$ cat config.mk
export PLATFORM = sky130hd
export DESIGN_NAME = vga_pixel_unpacker
export DESIGN_NICKNAME = d
export VERILOG_FILES = /design/src/rtl/vga_pixel_unpacker.sv
export SDC_FILE = /design/constraint.sdc
export NUM_CORES = 1
export LEC_CHECK = 0
export CORE_MARGIN = 3
export CORE_UTILIZATION = 60
export DETAILED_ROUTE_END_ITERATION = 10
export DONT_BUFFER_PORTS = 1
export PLACE_DENSITY = 0.82
export SLEW_MARGIN = 20
export SYNTH_ARGS = -nofsm -noshare
export SYNTH_HDL_FRONTEND = slang
export SYNTH_SLANG_ARGS = --single-unit
$ cat constraint.sdc
create_clock -name vga_clk -period 4.2 [get_ports vga_clk]
set_clock_uncertainty 0.2 [all_clocks]
set_input_delay 0.63 -clock vga_clk [delete_from_list [all_inputs] [get_ports vga_clk]]
set_output_delay 0.63 -clock vga_clk [all_outputs]
set_load 0.01 [all_outputs]
$ cat src/rtl/vga_pixel_unpacker.sv
// VGA pixel engine: timing generator plus FIFO word unpacker.
// Underflow blanks the rest of the frame and re-aligns at frame start.
module vga_pixel_unpacker #(
   parameter int DATA_W   = 128,
   parameter int PIX_W    = 32,
   parameter int H_ACTIVE = 640,
   parameter int H_FP     = 16,
   parameter int H_SYNC   = 96,
   parameter int H_BP     = 48,
   parameter int V_ACTIVE = 480,
   parameter int V_FP     = 10,
   parameter int V_SYNC   = 2,
   parameter int V_BP     = 33,
   parameter bit SYNC_POL = 1'b0
) (
   input  logic              vga_clk,
   input  logic              vga_reset_n,
   input  logic              test_pat,
   input  logic              fifo_empty,
   input  logic [DATA_W-1:0] fifo_rd_data,
   output logic              fifo_rd,
   output logic [7:0]        vga_r,
   output logic [7:0]        vga_g,
   output logic [7:0]        vga_b,
   output logic              vga_hs,
   output logic              vga_vs,
   output logic              vga_blank_n,
   output logic              vga_sync_n,
   output logic              underflow,
   input  logic              clr_underflow
);

   localparam int H_TOT = H_ACTIVE + H_FP + H_SYNC + H_BP;
   localparam int V_TOT = V_ACTIVE + V_FP + V_SYNC + V_BP;
   localparam int PPW   = DATA_W / PIX_W;
   localparam int HW    = $clog2(H_TOT);
   localparam int VW    = $clog2(V_TOT);
   localparam int SW    = (PPW > 1) ? $clog2(PPW) : 1;
   localparam int BAR_W = (H_ACTIVE >= 8) ? H_ACTIVE / 8 : 1;

   localparam logic [HW-1:0] H_ACT  = HW'(H_ACTIVE);
   localparam logic [HW-1:0] H_SS   = HW'(H_ACTIVE + H_FP);
   localparam logic [HW-1:0] H_SE   = HW'(H_ACTIVE + H_FP + H_SYNC);
   localparam logic [HW-1:0] H_LAST = HW'(H_TOT - 1);
   localparam logic [HW-1:0] H_BARW = HW'(BAR_W);
   localparam logic [VW-1:0] V_ACT  = VW'(V_ACTIVE);
   localparam logic [VW-1:0] V_SS   = VW'(V_ACTIVE + V_FP);
   localparam logic [VW-1:0] V_SE   = VW'(V_ACTIVE + V_FP + V_SYNC);
   localparam logic [VW-1:0] V_LAST = VW'(V_TOT - 1);
   localparam logic [SW-1:0] S_LAST = SW'(PPW - 1);

   typedef enum logic [1:0] {IDLE, RUN, RESYNC} state_t;

   state_t state, state_nxt;

   logic [HW-1:0] h;
   logic [VW-1:0] v;
   logic [SW-1:0] slot;
   logic          active, h_wrap, f_wrap, in_hs, in_vs;
   logic [2:0]    bar;
   logic [PPW-1:0][PIX_W-1:0] words;
   logic [23:0]   wpix;
   logic          words_unused;

   logic          slot_adv, uf_set, blank_nxt, hs_nxt, vs_nxt;
   logic [7:0]    r_nxt, g_nxt, b_nxt;

   assign active = (h < H_ACT) && (v < V_ACT);
   assign h_wrap = (h == H_LAST);
   assign f_wrap = h_wrap && (v == V_LAST);
   assign in_hs  = (h >= H_SS) && (h < H_SE);
   assign in_vs  = (v >= V_SS) && (v < V_SE);
   assign bar    = 3'(h / H_BARW);

   assign words        = fifo_rd_data;
   assign wpix         = words[slot][23:0];
   assign words_unused = ^words;
   assign vga_sync_n   = 1'b1;

   always_ff @(posedge vga_clk or negedge vga_reset_n) begin
      if (!vga_reset_n) state <= IDLE;
      else              state <= state_nxt;
   end

   always_comb begin
      state_nxt = state;
      unique case (state)
         IDLE:    if (!fifo_empty) state_nxt = RUN;
         RUN:     if (active && fifo_empty) state_nxt = RESYNC;
         RESYNC:  if (f_wrap) state_nxt = fifo_empty ? IDLE : RUN;
         default: state_nxt = IDLE;
      endcase
   end

   always_comb begin
      fifo_rd   = 1'b0;
      slot_adv  = 1'b0;
      uf_set    = 1'b0;
      r_nxt     = 8'h00;
      g_nxt     = 8'h00;
      b_nxt     = 8'h00;
      blank_nxt = 1'b0;
      hs_nxt    = ~SYNC_POL;
      vs_nxt    = ~SYNC_POL;
      if (state != IDLE) begin
         blank_nxt = active;
         hs_nxt    = in_hs ? SYNC_POL : ~SYNC_POL;
         vs_nxt    = in_vs ? SYNC_POL : ~SYNC_POL;
      end
      if (state == RUN && active) begin
         if (fifo_empty) begin
            uf_set = 1'b1;
         end else begin
            slot_adv = 1'b1;
            fifo_rd  = (slot == S_LAST);
            if (test_pat) begin
               // bar order white..black maps to these index bits
               r_nxt = {8{~bar[1]}};
               g_nxt = {8{~bar[2]}};
               b_nxt = {8{~bar[0]}};
            end else begin
               r_nxt = wpix[7:0];
               g_nxt = wpix[15:8];
               b_nxt = wpix[23:16];
            end
         end
      end
   end

   always_ff @(posedge vga_clk or negedge vga_reset_n) begin
      if (!vga_reset_n) begin
         h           <= '0;
         v           <= '0;
         slot        <= '0;
         vga_r       <= 8'h00;
         vga_g       <= 8'h00;
         vga_b       <= 8'h00;
         vga_hs      <= ~SYNC_POL;
         vga_vs      <= ~SYNC_POL;
         vga_blank_n <= 1'b0;
         underflow   <= 1'b0;
      end else begin
         vga_r       <= r_nxt;
         vga_g       <= g_nxt;
         vga_b       <= b_nxt;
         vga_hs      <= hs_nxt;
         vga_vs      <= vs_nxt;
         vga_blank_n <= blank_nxt;
         if (uf_set)             underflow <= 1'b1;
         else if (clr_underflow) underflow <= 1'b0;
         if (state == IDLE) begin
            h <= '0;
            v <= '0;
         end else begin
            h <= h_wrap ? '0 : h + HW'(1);
            if (h_wrap) v <= (v == V_LAST) ? '0 : v + VW'(1);
         end
         if (state == IDLE || f_wrap) slot <= '0;
         else if (slot_adv)           slot <= (slot == S_LAST) ? '0 : slot + SW'(1);
      end
   end

endmodule
## Word level (Yosys, flattened, before mapping)

Cells that the tools add are included.

- Output and inout bits: 30
- Register bits after elaboration: 52
- Logic and storage cells: 83
- Input port bits: 133

- Bitwise gates (word level): 3
- Mux-type cells: 37
- $add $sub $neg: 3
- Reduce and logical (&&, ||, !) cells: 13
- $lt $le $gt $ge: 7
- Divide/modulo/power cells: 1
- Equal/unequal tests: 8

Operators by type and width:

| kind | count |
|---|---|
| 8-bit 2-to-1 mux | 9 |
| 32-bit binary-select mux with 2-bit select | 1 |
| 10-bit 2-to-1 mux | 5 |
| 24-bit 2-to-1 mux | 1 |
| 10-bit by 1-bit adder with 10-bit output (second input constant) | 2 |
| 10-bit == test (second input constant) | 2 |
| 10-bit < comparator (second input constant) | 2 |
| 10-bit by 9-bit < comparator with 1-bit output (second input constant) | 2 |
| 1-bit 2-to-1 mux | 14 |
| 2-bit 2-to-1 mux | 6 |
| 10-bit by 7-bit divider with 10-bit output (second input constant) | 1 |
| 10-bit greater-or-equal comparator (second input constant) | 1 |
| 10-bit by 9-bit greater-or-equal comparator with 1-bit output (second input constant) | 1 |
| 2-bit nonzero test | 4 |
| 1-bit logical AND | 6 |
| 2-bit != test (second input constant) | 3 |
| 2-bit one-hot mux with 3 select lines | 1 |
| 2-bit == test (second input constant) | 2 |
| 2-bit by 3-bit < comparator with 1-bit output (second input constant) | 1 |
| 1-bit NOT | 3 |
| 3-bit AND reduction | 1 |
| 2-bit by 1-bit adder with 2-bit output (second input constant) | 1 |
| 2-bit by 1-bit == test with 1-bit output (second input constant) | 1 |
| 2-bit logical NOT | 1 |
| 1-bit logical OR | 1 |

## Logic depth before layout (Yosys ltp)

- Depth in word-level cells: 6
- Gate-level depth with buffers: 8
- Mapped depth without buffers: 7

## Worst setup path after synthesis

OpenSTA, ideal clock, no wires.

- Kind: register to output
- Start: reg h[7]
- End: out fifo_rd
- Setup slack: 1.973 ns
- Required time: 3.370 ns
- Arrival time: 1.397 ns
- Path buffers: 2
- Cell stages (with the launch flop): 7
- Path through: dfrtp_1 buf_6 o21ai_0 and3b_1 nand3_1 clkbuf_1 nor2_1

- Word-level cells in the longest chain between the ends: 4

Ends and longest elaborated chain:

| what | RTL line | source |
|---|---|---|
| from (decl) | 56 | `logic [HW-1:0] h;` |
| from (signal assigned) | 155 | `h <= h_wrap ? '0 : h + HW'(1);` |
| 10-bit < comparator | 68 | `assign active = (h < H_ACT) && (v < V_ACT);` |
| 1-bit logical AND | 68 |  |
| 1-bit logical AND | 110 | `if (state == RUN && active) begin` |
| 1-bit 2-to-1 mux | 110 |  |
| to (decl) | 21 | `output logic fifo_rd,` |

No other way between the ends.

## Final worst setup path

- Start: reg h[8]
- End: out fifo_rd

The elaborated chain is that of the path after synthesis.

==> summary.md <==
| Metric | Value |
|---|---|
| Die span in x | `77.4 µm` |
| Detailed Place HPWL | `5.35 mm` |
| Post-detailed-route wirelength per cell | `20.4 µm` |
| Root buffer selected by CTS | `clkbuf_8` |
| Async set or reset register ratio after synthesis | `1.00` |
| Critical path origin | `h[8]$_DFF_PN0_` |
| Post-Route Utilization | `0.662` |
| TritonCTS Buffers | `5` |
| Area enclosed by the die boundary | `5990 µm²` |
| Pin count of the biggest net entering global routing | `53` |
| First-pass GRT wire length | `11.1 mm` |
| Cell count after synthesis | `287` |
| Number of nets still failing antenna checks after routing | `0` |
| Part of the power in registers | `0.456` |
| Worst-Margin Slew | `0.755 ns` |
| CTS tree | `yes` |
| Series of cell instances along the critical path | `o21ai_0 > and3b_1 > nand3_1 > nor2_1` |
| Count of input and output buffers | `0` |
| Final Instance Area | `3190 µm²` |
| Final Setup Violations | `0` |
| Synth Area in Adders | `0.0204` |
| Via count | `2,333` |
| Number of nets in the layout | `418` |
| Post-route worst setup slack | `1.16 ns` |
| Vias per cell | `6.70` |
| Unique masters post-synth | `51` |
| Count of unresolved DRC violations after routing | `0` |
| MaxCap Viol Count | `0` |
| End point of the critical path | `fifo_rd` |
| Deepest clock path buffer count | `2` |
| GR Overflow Total | `0` |
| Largest delay contributor family on the critical path | `simple AND/OR/NAND/NOR gates` |
| Leakage power figure | `0.00128 µW` |
| Placed inst area | `3060 µm²` |
| Number of warnings reported in the yosys synthesis log | `0` |
| Via count of the first global-routing pass | `2,302` |
| Mean Syn Cell Area | `10.7 µm²` |
| Syn Nets | `425` |
| Reg-to-reg critical path endpoint | `v[2]$_DFFE_PN0P_` |
| Area share of and/or/nand/nor cells after synthesis | `0.216` |
| Critical setup path kind | `reg2out` |
| Core region area | `4820 µm²` |
| Area fraction in compound gates after synthesis | `0.0842` |
| Relative slew slack | `0.492` |
| Total power per unit cell area | `449 nW/µm²` |
| Share of final-layout standard cells stronger than drive strength 1 | `0.167` |
| Worst r2r path cells | `6` |
| Arrival time of data at the critical path endpoint | `2.21 ns` |
| Reg-to-reg startpoint | `h[0]$_DFF_PN0_` |
| Number of levels in the clock H-tree | `2` |
| Number of search-and-repair iterations in the first detailed-routing pass | `4` |
| RSZ-0062 raised after global routing | `false` |
| Commonest cells after routing, fill and taps aside | `nor2_1 (60), dfrtp_1 (50), mux4_2 (24), o21ai_0 (15), nand3_1 (14)` |
| Pre-CTS setup slack | `1.55 ns` |
| Share of the cycle needed by the critical path after routing | `0.723` |
| Buf+Inv Stages, Crit Path | `0` |
| Internal Pwr Total | `942 µW` |
| Fraction of synthesized cell area in xor and xnor cells | `0.0286` |
| Status | `completed` |
| Logic depth of the worst setup path including buffers | `4` |
| Final routed wirelength across all metal layers | `7.08 mm` |
| Area occupied by registers | `1300 µm²` |
| Crit-path max FO | `14` |
| Flip-flop cell with the highest count after synthesis | `dfrtp_1` |
| Clock period minus final worst setup slack | `3.04 ns` |
| Crit path capture type | `primary output` |
| Total GRT Usage | `0.234` |
| Post-route setup TNS | `0 ns` |
| Longest individual stage delay on the worst path | `0.48 ns` |
| Area added between synthesis and finish | `4.13%` |
| Ports | `163` |
| Starting utilization of the core area | `0.635` |
| Mapped Area | `3060 µm²` |
| GPL Wtd Cong | `0.860` |
| Drt initial violations | `131` |
| Post-CTS Setup Inserts | `0` |
| Antenna violations before repair | `0` |
| Reg-to-reg slack, setup | `1.68 ns` |
| Later-pin clock latency in the skew report | `0.30 ns` |
| Clock edge transition at the registers on the reported setup and hold paths | `0.09 ns` |
| Switching share of power | `0.342` |
| Max-slew violation total from the final report | `0` |
| Sequential element share of the synthesized area | `0.426` |
| Mux contribution to synthesized area | `0.180` |
| Num Clock Sinks | `52` |
| Hold Violations, Final | `0` |
| Most common cell after layout, fill and taps aside | `nor2_1` |
| Dominant combinational cell family by area after synthesis | `simple AND/OR/NAND/NOR gates` |
| Synthesis-stage register bit count | `52` |
| Footprint of the multi-input gates | `1620 µm²` |
| Number of fillers in the final layout | `372` |
| WP data required | `3.37 ns` |
| Kind of start point of the critical path | `flop` |
| Cell row count | `25` |
| Diodes inserted | `0` |
| Worst min path class | `in2reg` |
| Part of the total power dissipated in the clock network | `0.200` |
| Net load switching power | `489 µW` |
| Standard cell with the maximum stage delay on the critical path | `dfrtp_1` |
| Number of enable-type register cells in the synthesized netlist | `0` |
| Highest clock rate | `329 MHz` |
| Worst VDD drop | `251 µV` |
| Die extent in y | `77.4 µm` |
| Combinational share of power | `0.344` |
## state kept, by name (all words and copies together) (netlist names)
signal       flops
h               10
slot             2
state            2
underflow        1
v               10
vga_b            8
vga_blank_n      1
vga_g            8
vga_hs           1
vga_r            8
vga_vs           1
## final cells by class
cell class | count | share of cell area
Clock buffer | 6 | 0.0259
Tap cell | 67 | 0.0263
Sequential cell | 52 | 0.409
Multi-Input combinational cell | 209 | 0.510
Inverter | 8 | 0.00942
Clock inverter | 2 | 0.00314
Timing Repair Buffer | 4 | 0.0165
## worst min path at each step
| stage | cells past startpoint | slack [ns] | end | startpoint |
|---|---|---|---|---|
| floorplan | 0 | 0.13 | h[0]$_DFF_PN0_ | vga_reset_n |
| global placement | 0 | 0.14 | v[7]$_DFFE_PN0P_ | vga_reset_n |
| CTS | 1 | 0.23 | underflow$_DFFE_PN0P_ | clr_underflow |
| global route | 1 | 0.25 | underflow$_DFFE_PN0P_ | clr_underflow |
| finish | 1 | 0.23 | underflow$_DFFE_PN0P_ | clr_underflow |
| detailed placement | 0 | 0.14 | v[7]$_DFFE_PN0P_ | vga_reset_n |
## power by group through the flow
stage	registers [µW]	clock network (µW)	logic, µW
2_1_floorplan	645	0	416
3_3_place_gp	658	0	461
3_5_place_dp	661	0	480
4_1_cts	652	295	494
5_1_grt	659	311	541
6_report	652	287	493
## worst register-to-register path: cells and delay by family, from the launching register on
family | cells | cell delay [ns]
flops | 1 | 0.43
fa+ha+maj | 1 | 0.23
simple gates | 3 | 1.19
compound gates | 2 | 0.33
## through the flow
stage	hold WS, ns	total power [µW]	std cells
6_report	0.228	1430	348
5_1_grt	0.246	1510	348
4_1_cts	0.226	1440	348
3_5_place_dp	0.136	1140	338
3_3_place_gp	0.136	1120	338
2_1_floorplan	0.134	1060	287
## kinds of logic (layout without fill, tap and decap cells)
family	after synthesis	after routing
buffers and inverters	26	20
adders and majority gates	5	5
and+or+nand+nor	130	130
muxes	25	25
AOI/OAI and AO/OA	38	38
other	1	1
xor gates and xnor gates	10	10
DFF	52	52
## routing by layer
metal | global-route usage | share of wire | up-vias
met5 | 0 | 0 | -
met4 | 0.0943 | 0.026 | 0
met3 | 0.0592 | 0.068 | 16
met2 | 0.385 | 0.51 | 117
met1 | 0.296 | 0.40 | 1175
li1 | - | - | 1025
## timing repair
item / in CTS / in global routing
hold buffers: 2 / 0
resized for setup: 0 / 0
hold endpoints to repair: 52 / 0
## cells in the mapped netlist (2+ instances only)
cell / instances / area share
nand3_1: 14 / 0.023
nor4_1: 3 / 0.0061
a22oi_1: 3 / 0.0074
dfrtp_1: 50 / 0.41
clkbuf_1: 8 / 0.0098
ha_1: 5 / 0.020
xnor2_1: 7 / 0.020
or3_1: 4 / 0.0082
xor2_1: 3 / 0.0086
mux4_2: 24 / 0.18
buf_6: 3 / 0.011
and3_1: 3 / 0.0061
nor3_1: 10 / 0.016
nand4_1: 6 / 0.012
dfstp_2: 2 / 0.017
inv_1: 8 / 0.0098
nand2_1: 9 / 0.011
o31ai_1: 5 / 0.012
buf_2: 4 / 0.0065
a21o_1: 3 / 0.0074
a21oi_1: 3 / 0.0049
nor2_1: 60 / 0.074
o21ai_0: 15 / 0.025
nand2b_4: 2 / 0.0090
and3_2: 2 / 0.0049
nor2b_1: 3 / 0.0061
or4_1: 2 / 0.0049
buf_4: 2 / 0.0049
nand2b_1: 2 / 0.0041
Note: power is estimated with default switching activity, not from simulation.
